**config.mk**
```make
export PLATFORM = sky130hd
export DESIGN_NAME = cdb_result_queue
export DESIGN_NICKNAME = d
export VERILOG_FILES = /design/src/rtl/cdb_pkg.sv /design/src/rtl/cdb_result_queue.sv
export SDC_FILE = /design/constraint.sdc
export NUM_CORES = 1
export LEC_CHECK = 0
export CAP_MARGIN = 10
export CORE_MARGIN = 2
export CORE_UTILIZATION = 49
export CTS_CLUSTER_DIAMETER = 200
export DETAILED_ROUTE_END_ITERATION = 7
export HOLD_SLACK_MARGIN = 0.08
export PLACE_DENSITY = 0.77
export SETUP_SLACK_MARGIN = 0.2
export SLEW_MARGIN = 25
export SYNTH_ARGS = -nofsm -noshare
export SYNTH_HDL_FRONTEND = slang
export SYNTH_SLANG_ARGS = --single-unit
```
**constraint.sdc**
```tcl
create_clock -name clk -period 2.39 [get_ports clk]
set_input_delay 0.478 -clock clk [delete_from_list [all_inputs] [get_ports clk]]
set_output_delay 0.478 -clock clk [all_outputs]
set_load 0.05 [all_outputs]
```
**src/rtl/cdb_pkg.sv**
```systemverilog
// Shared CDB definitions: field widths and the result entry layout used by the
// execution-unit result queues, the CDB arbiter and the exu2cdb interface.
package cdb_pkg;

    localparam int unsigned TAG_W  = 5;
    localparam int unsigned DATA_W = 32;
    localparam int unsigned ID_W   = 6;

    typedef struct packed {
        logic [TAG_W-1:0]  tag;
        logic [DATA_W-1:0] wdata;
        logic [ID_W-1:0]   inst_id;
    } cdb_entry_t;

endpackage

```
**src/rtl/cdb_result_queue.sv**
```systemverilog
// Per-execution-unit result FIFO feeding the fixed-priority CDB arbiter.
// Buffers completed results so a unit losing arbitration keeps running.
module cdb_result_queue
    import cdb_pkg::*;
#(
    parameter int unsigned DEPTH = 4
) (
    input  logic                         clk,
    input  logic                         rst,
    input  logic                         flush,
    input  logic                         in_valid,
    output logic                         in_ready,
    input  logic [TAG_W-1:0]             in_tag,
    input  logic [DATA_W-1:0]            in_wdata,
    input  logic [ID_W-1:0]              in_inst_id,
    output logic                         cdb_req,
    input  logic                         cdb_rdy,
    output logic [TAG_W-1:0]             cdb_tag,
    output logic [DATA_W-1:0]            cdb_wdata,
    output logic [ID_W-1:0]              cdb_inst_id,
    output logic [$clog2(DEPTH+1)-1:0]   occupancy
);

    localparam int unsigned PTR_W = $clog2(DEPTH);
    localparam int unsigned CNT_W = $clog2(DEPTH + 1);

    cdb_entry_t         r_mem [DEPTH];
    logic [PTR_W-1:0]   r_head;
    logic [PTR_W-1:0]   r_tail;
    logic [CNT_W-1:0]   r_count;

    logic               w_full;
    logic               w_empty;
    logic               w_enq;
    logic               w_deq;
    cdb_entry_t         w_head_entry;
    cdb_entry_t         w_in_entry;
    logic [CNT_W-1:0]   w_count_d;

    assign w_full  = (r_count == CNT_W'(DEPTH));
    assign w_empty = (r_count == '0);

    // in_ready deliberately ignores cdb_rdy: no arbiter-to-unit combinational path.
    assign in_ready = !w_full && !flush;
    assign cdb_req  = !w_empty && !flush;

    assign w_enq = in_valid && in_ready;
    assign w_deq = cdb_req && cdb_rdy;

    assign w_in_entry.tag     = in_tag;
    assign w_in_entry.wdata   = in_wdata;
    assign w_in_entry.inst_id = in_inst_id;

    assign w_head_entry = w_empty ? '0 : r_mem[r_head];
    assign cdb_tag      = w_head_entry.tag;
    assign cdb_wdata    = w_head_entry.wdata;
    assign cdb_inst_id  = w_head_entry.inst_id;

    assign occupancy = r_count;

    always_comb begin
        w_count_d = r_count;
        unique case ({w_enq, w_deq})
            2'b10:   w_count_d = r_count + CNT_W'(1);
            2'b01:   w_count_d = r_count - CNT_W'(1);
            default: w_count_d = r_count;
        endcase
    end

    always_ff @(posedge clk or posedge rst) begin
        if (rst) begin
            r_head  <= '0;
            r_tail  <= '0;
            r_count <= '0;
        end else if (flush) begin
            r_head  <= '0;
            r_tail  <= '0;
            r_count <= '0;
        end else begin
            if (w_enq) begin
                r_tail <= r_tail + PTR_W'(1);
            end
            if (w_deq) begin
                r_head <= r_head + PTR_W'(1);
            end
            r_count <= w_count_d;
        end
    end

    // Storage is not reset; validity is tracked solely by r_count.
    always_ff @(posedge clk) begin
        if (w_enq) begin
            r_mem[r_tail] <= w_in_entry;
        end
    end

endmodule
```
* Word-level counts from Yosys, hierarchy flattened
Memory sizes are Yosys's and may differ from the RTL's. Index checks and enable logic that the tools add are counted.
Storage, ports and cells: bits in registers 7, memories kept 1, memory bits (writable) 172, input bits 48
Cells by class: multiplexer cells 9, reductions and logical operators 11, equality and inequality tests 3, $add $sub $neg 4
Memories:
- r_mem | words 4, bits a word 43, read ports 1, clocked after Yosys merged registers in 0, write ports 1, line cdb_result_queue.sv:27 | cdb_entry_t r_mem [DEPTH];
Operator list (number):
- 43-bit 2-to-1 mux | 1
- 2-bit 2-to-1 mux | 4
- 3-bit case mux with 2 select lines | 1
- 2-bit by 1-bit adder with 2-bit output (second input constant) | 2
- 1-bit logical AND | 4
- 2-bit nonzero test | 2
- 3-bit by 1-bit adder with 3-bit output (second input constant) | 1
- 3-bit equality test (second input constant) | 1
- 1-bit logical NOT | 3
- 3-bit logical NOT | 1
- 3-bit 2-to-1 mux | 1
- 3-bit nonzero test | 1
- 3-bit by 1-bit subtractor with 3-bit output (second input constant) | 1
- 2-bit by 1-bit equality test with 1-bit output (second input constant) | 1
- 2-bit equality test (second input constant) | 1
- 1-bit 2-to-1 mux | 2

* Longest topological paths before layout
Gate-level depths: netlist of the first run.
depth in word-level cells 7, gate-level depth with buffers 9, gate-level depth less buffers 8

* Worst setup path before layout of the first run
OpenSTA, ideal clock, no wires.
path type reg2reg, from reg r_count[0], in the netlist occupancy[0], to mem r_mem[0][0] (netlist bit), enable pin, stages on the path, launching flop included 5, clock period less this slack 2.748 ns, arrival time 2.343 ns, setup slack -0.358 ns, library setup time 0.405 ns, path buffers 1, cells stage by stage dfrtp_1 nor3b_2 nor3b_2 buf_4 and2_1
On the way: cells in the longest elaborated chain, start to end 6
Ends and longest elaborated chain:
- from (decl) | line cdb_result_queue.sv:30 | logic [CNT_W-1:0] r_count;
- from (signal assigned) | line cdb_result_queue.sv:86 | r_count <= w_count_d;
- 3-bit equality test | line cdb_result_queue.sv:40 | assign w_full = (r_count == CNT_W'(DEPTH));
- 1-bit logical NOT | line cdb_result_queue.sv:44 | assign in_ready = !w_full && !flush;
- 1-bit logical AND | line cdb_result_queue.sv:44
- 1-bit logical AND | line cdb_result_queue.sv:47 | assign w_enq = in_valid && in_ready;
- 1-bit 2-to-1 mux | line cdb_result_queue.sv:92 | if (w_enq) begin
- 1-bit 2-to-1 mux (implied by the code) | line cdb_result_queue.sv:93 | r_mem[r_tail] <= w_in_entry;
- to (decl) | line cdb_result_queue.sv:27
No other way between the ends.

* Final worst setup path of the first run
from reg r_head[0], to out cdb_wdata[7]
On the way: cells in the longest elaborated chain, start to end 2
Ends and longest elaborated chain:
- from (decl) | line cdb_result_queue.sv:28 | logic [PTR_W-1:0] r_head;
- from (signal assigned) | line cdb_result_queue.sv:84 | r_head <= r_head + PTR_W'(1);
- memory read 4 x 43 bit
- 43-bit 2-to-1 mux | line cdb_result_queue.sv:54 | assign w_head_entry = w_empty ? '0 : r_mem[r_head];
- to (decl) | line cdb_result_queue.sv:19 | output logic [DATA_W-1:0] cdb_wdata,
No other way between the ends.

==> flow_summary.yaml, run 1 <==
die:
  die_w_um: 124
  start_util: 0.504
  core-area_sq_mm: 0.0140
  die_area_sq_mm: 0.0154
  ioPinCount: 96
  fp-row-count: 43
  dieHeight_um: 124
yosys:
  synth_edf_count: 172
  synthFlopType: "edfxtp_1"
  synth_cell_types: 30
  syn_nets: 377
  async_reset_ff_frac: 0.0391
  syn_area_per_cell_sq_um: 21.8
  syn_inst: 324
  ys_seq_elements: 179
  synth_warnings: 0
  syn_area_sq_mm: 0.00705
  seq_area_frac_synth: 0.757
timing:
  setup_viol: 43
  timing.final.crit_share: 1.03
  setup_slack_ps: -66.6
  max_slew_margin: 0.672
  rsz0062_at_grt: "yes"
  finalSetupTns_ps: -1670
  finalCriticalPeriod_ps: 2460
  hold_violations: 0
  fmax_mhz: 407
  worst_slew_pin_slew_ps: 491
  slew_violations: 0
  fin_skew_ps: 8.48
  fin_hold_ws_ps: 296
place:
  io_buffers: 95
  dpl.cell_count: 602
  gp_congestion: 0.777
  place_ws_ps: -66.0
  detailed_place_hpwl_um: 7910
clock_network:
  cts-hold-fix-buffers: 0
  clock_latency_ps: 440
  cts_tree: "yes"
  cts_sinks: 179
  htree_levels: 4
  path_clk_slew_ps: 60
  cts_buffer_depth: 2
  cts_root_buffer: "clkbuf_16"
  numCtsBuffers: 17
finish:
  nets: 497
  fill_cells: 922
  final_util: 0.659
  antenna_cells: 0
  fin_cells: 637
  drive_gt1_frac: 0.451
  syn2layout_area_growth_pct: 30.8
grt:
  grt.total_usage: 0.179
  grt_pass1_vias: 3658
  grt_start_max_net_pins: 29
  grt_pass1_wl_um: 19600
  grt_overflow_total: 0
  antenna_found_initial: 0
drt:
  first_pass_iters: 5
  via_per_inst: 5.38
  wire_per_inst_um: 20.0
  routed_wl_um: 12800
  drt_iter0_drc: 198
  via_count: 3426
  ant_nets: 0
  drc: 0
outcome:
  violations: "negative setup slack"
  status: "finished with violations"
setup_path:
  cp_max_fo: 24
  r2r_cells: 9
  r2r_start: "occupancy[0]$_DFFE_PP0P_"
  worst-path-buf-inv: 2
  cp.required_ps: 1910
  worstSetupPathType: "reg -> out"
  crit_arrival_ps: 1980
  worstReg2RegEnd: "occupancy[2]$_DFFE_PP0P_"
  cp-start-kind: "flop"
  slowest_delay_ps: 540
  cp_cell_sequence: "buf_16, mux4_2, and2_4, buf_6"
  critPathSlowestCell: "mux4_2"
  crit_family: "multiplexers"
  path_depth: 4
  r2r_setup_slack_ps: 260
  end_kind: "primary output"
power:
  cellLeakagePower_nw: 3.16
  ir_worst_vdd_v: 0.000884
  powerDensity_mw_per_mm2: 1360
worst_hold_path:
  hold_class: "in -> async"
job:
  drv_cap: 0
cells in the final DEF, fill, tap and decap left out, types with 3 or more instances in the layout:
cell,Yosys,final
mux4_2,43,43
ha_1,4,4
and2_2,0,4
nor2_1,6,6
buf_4,1,13
clkbuf_16,0,17
buf_12,0,11
inv_1,3,3
buf_6,6,41
edfxtp_1,172,172
inv_6,0,5
and2_4,0,43
dfrtp_2,0,4
clkdlybuf4s50_1,0,48
kinds of logic after synthesis:
group                      share of synthesized area
DFF                                            0.757
and+or+nand+nor                               0.0623
muxes                                          0.144
buffers and inverters                         0.0183
adders and majority gates                    0.00994
xor gates and xnor gates                     0.00479
AOI/OAI and AO/OA                            0.00319
area by class of cell:
| type | instances | area (sq um) | area share |
|---|---|---|---|
| Clock buffer | 17 | 425 | 0.0461 |
| Multi-Input combinational cell | 125 | 1720 | 0.187 |
| Timing Repair Buffer | 118 | 1340 | 0.145 |
| Inverter | 3 | 11.3 | 0.00122 |
| Clock inverter | 15 | 154 | 0.0167 |
| Sequential cell | 179 | 5350 | 0.580 |
| Tap cell | 180 | 225 | 0.0244 |
layer usage:
metal / global-route usage / part of all wire
met5: 0 / 0
met2: 0.299 / 0.53
met3: 0.0430 / 0.041
met4: 0.0801 / 0.019
met1: 0.225 / 0.41
how the worst max path moves through the flow:
stage                                to  slack, ps                startpoint
6_report                   cdb_wdata[7]        -70     r_head[0]$_DFFE_PP0P_
5_1_grt                    cdb_wdata[7]       -130     r_head[0]$_DFFE_PP0P_
4_1_cts                    cdb_wdata[7]       -110     r_head[0]$_DFFE_PP0P_
3_5_place_dp   occupancy[2]$_DFFE_PP0P_        -70                     flush
3_3_place_gp   occupancy[2]$_DFFE_PP0P_         50                     flush
2_1_floorplan  occupancy[2]$_DFFE_PP0P_        100  occupancy[2]$_DFFE_PP0P_
timing repair:
| action | 4_1_cts | 5_1_grt |
|---|---|---|
| pin swaps | 2 | 3 |
| buffers inserted | 2 | 1 |
| endpoints found under the setup margin | 46 | 45 |
| gates resized for setup | 94 | 3 |
through the flow:
step | instance area [sq um] | total power [W]
CTS | 9200 | 0.0126
detailed placement | 8310 | 0.00895
global placement | 8310 | 0.00890
finish | 9220 | 0.0125
global route | 9220 | 0.0130
floorplan | 7070 | 0.00745
synthesized netlist by cell type, drive strengths merged, types with 2 or more instances:
library cell	count	area [sq um]
mux2	3	37.5
xor2	3	33.8
and2	47	294
mux4	43	968
dfrtp	7	175
inv	3	11.3
clkbuf	6	22.5
nand2	3	18.8
edfxtp	172	5160
nor3b	2	25.0
ha	4	50.1
nor2	6	22.5
buf	11	95.1
nor2b	3	18.8
nor3	2	10.0
sequential cells by signal (all words and copies together), names as in the netlist:
register / flops
occupancy: 3
r_tail: 2
r_mem: 172
r_head: 2
worst reg2reg max path: stages, from the launching register on:
cell and delay (ps):
dfrtp_2 410, buf_4 170, nor3b_4 250, nor3b_2 90
nor3_2 190, fa_2 270, nand2_1 80, nor3_2 120
o2bb2ai_2 130, mux2_4 310
where the power goes:
| group | internal (W) | total [W] | switching [W] |
|---|---|---|---|
| Clock | 0.00154 | 0.00271 | 0.00116 |
| Sequential | 0.00370 | 0.00379 | 0.0000861 |
| Combinational | 0.00264 | 0.00601 | 0.00337 |
No activity file was read; power rests on OpenSTA's default activity.
==> inputs of run 2 (changes only) <==
Settings changed: CTS_CLUSTER_SIZE from default to 24.
==> results of run 2 <==
Same layout as run 1: the final DEF is identical, and so are final timing and power.
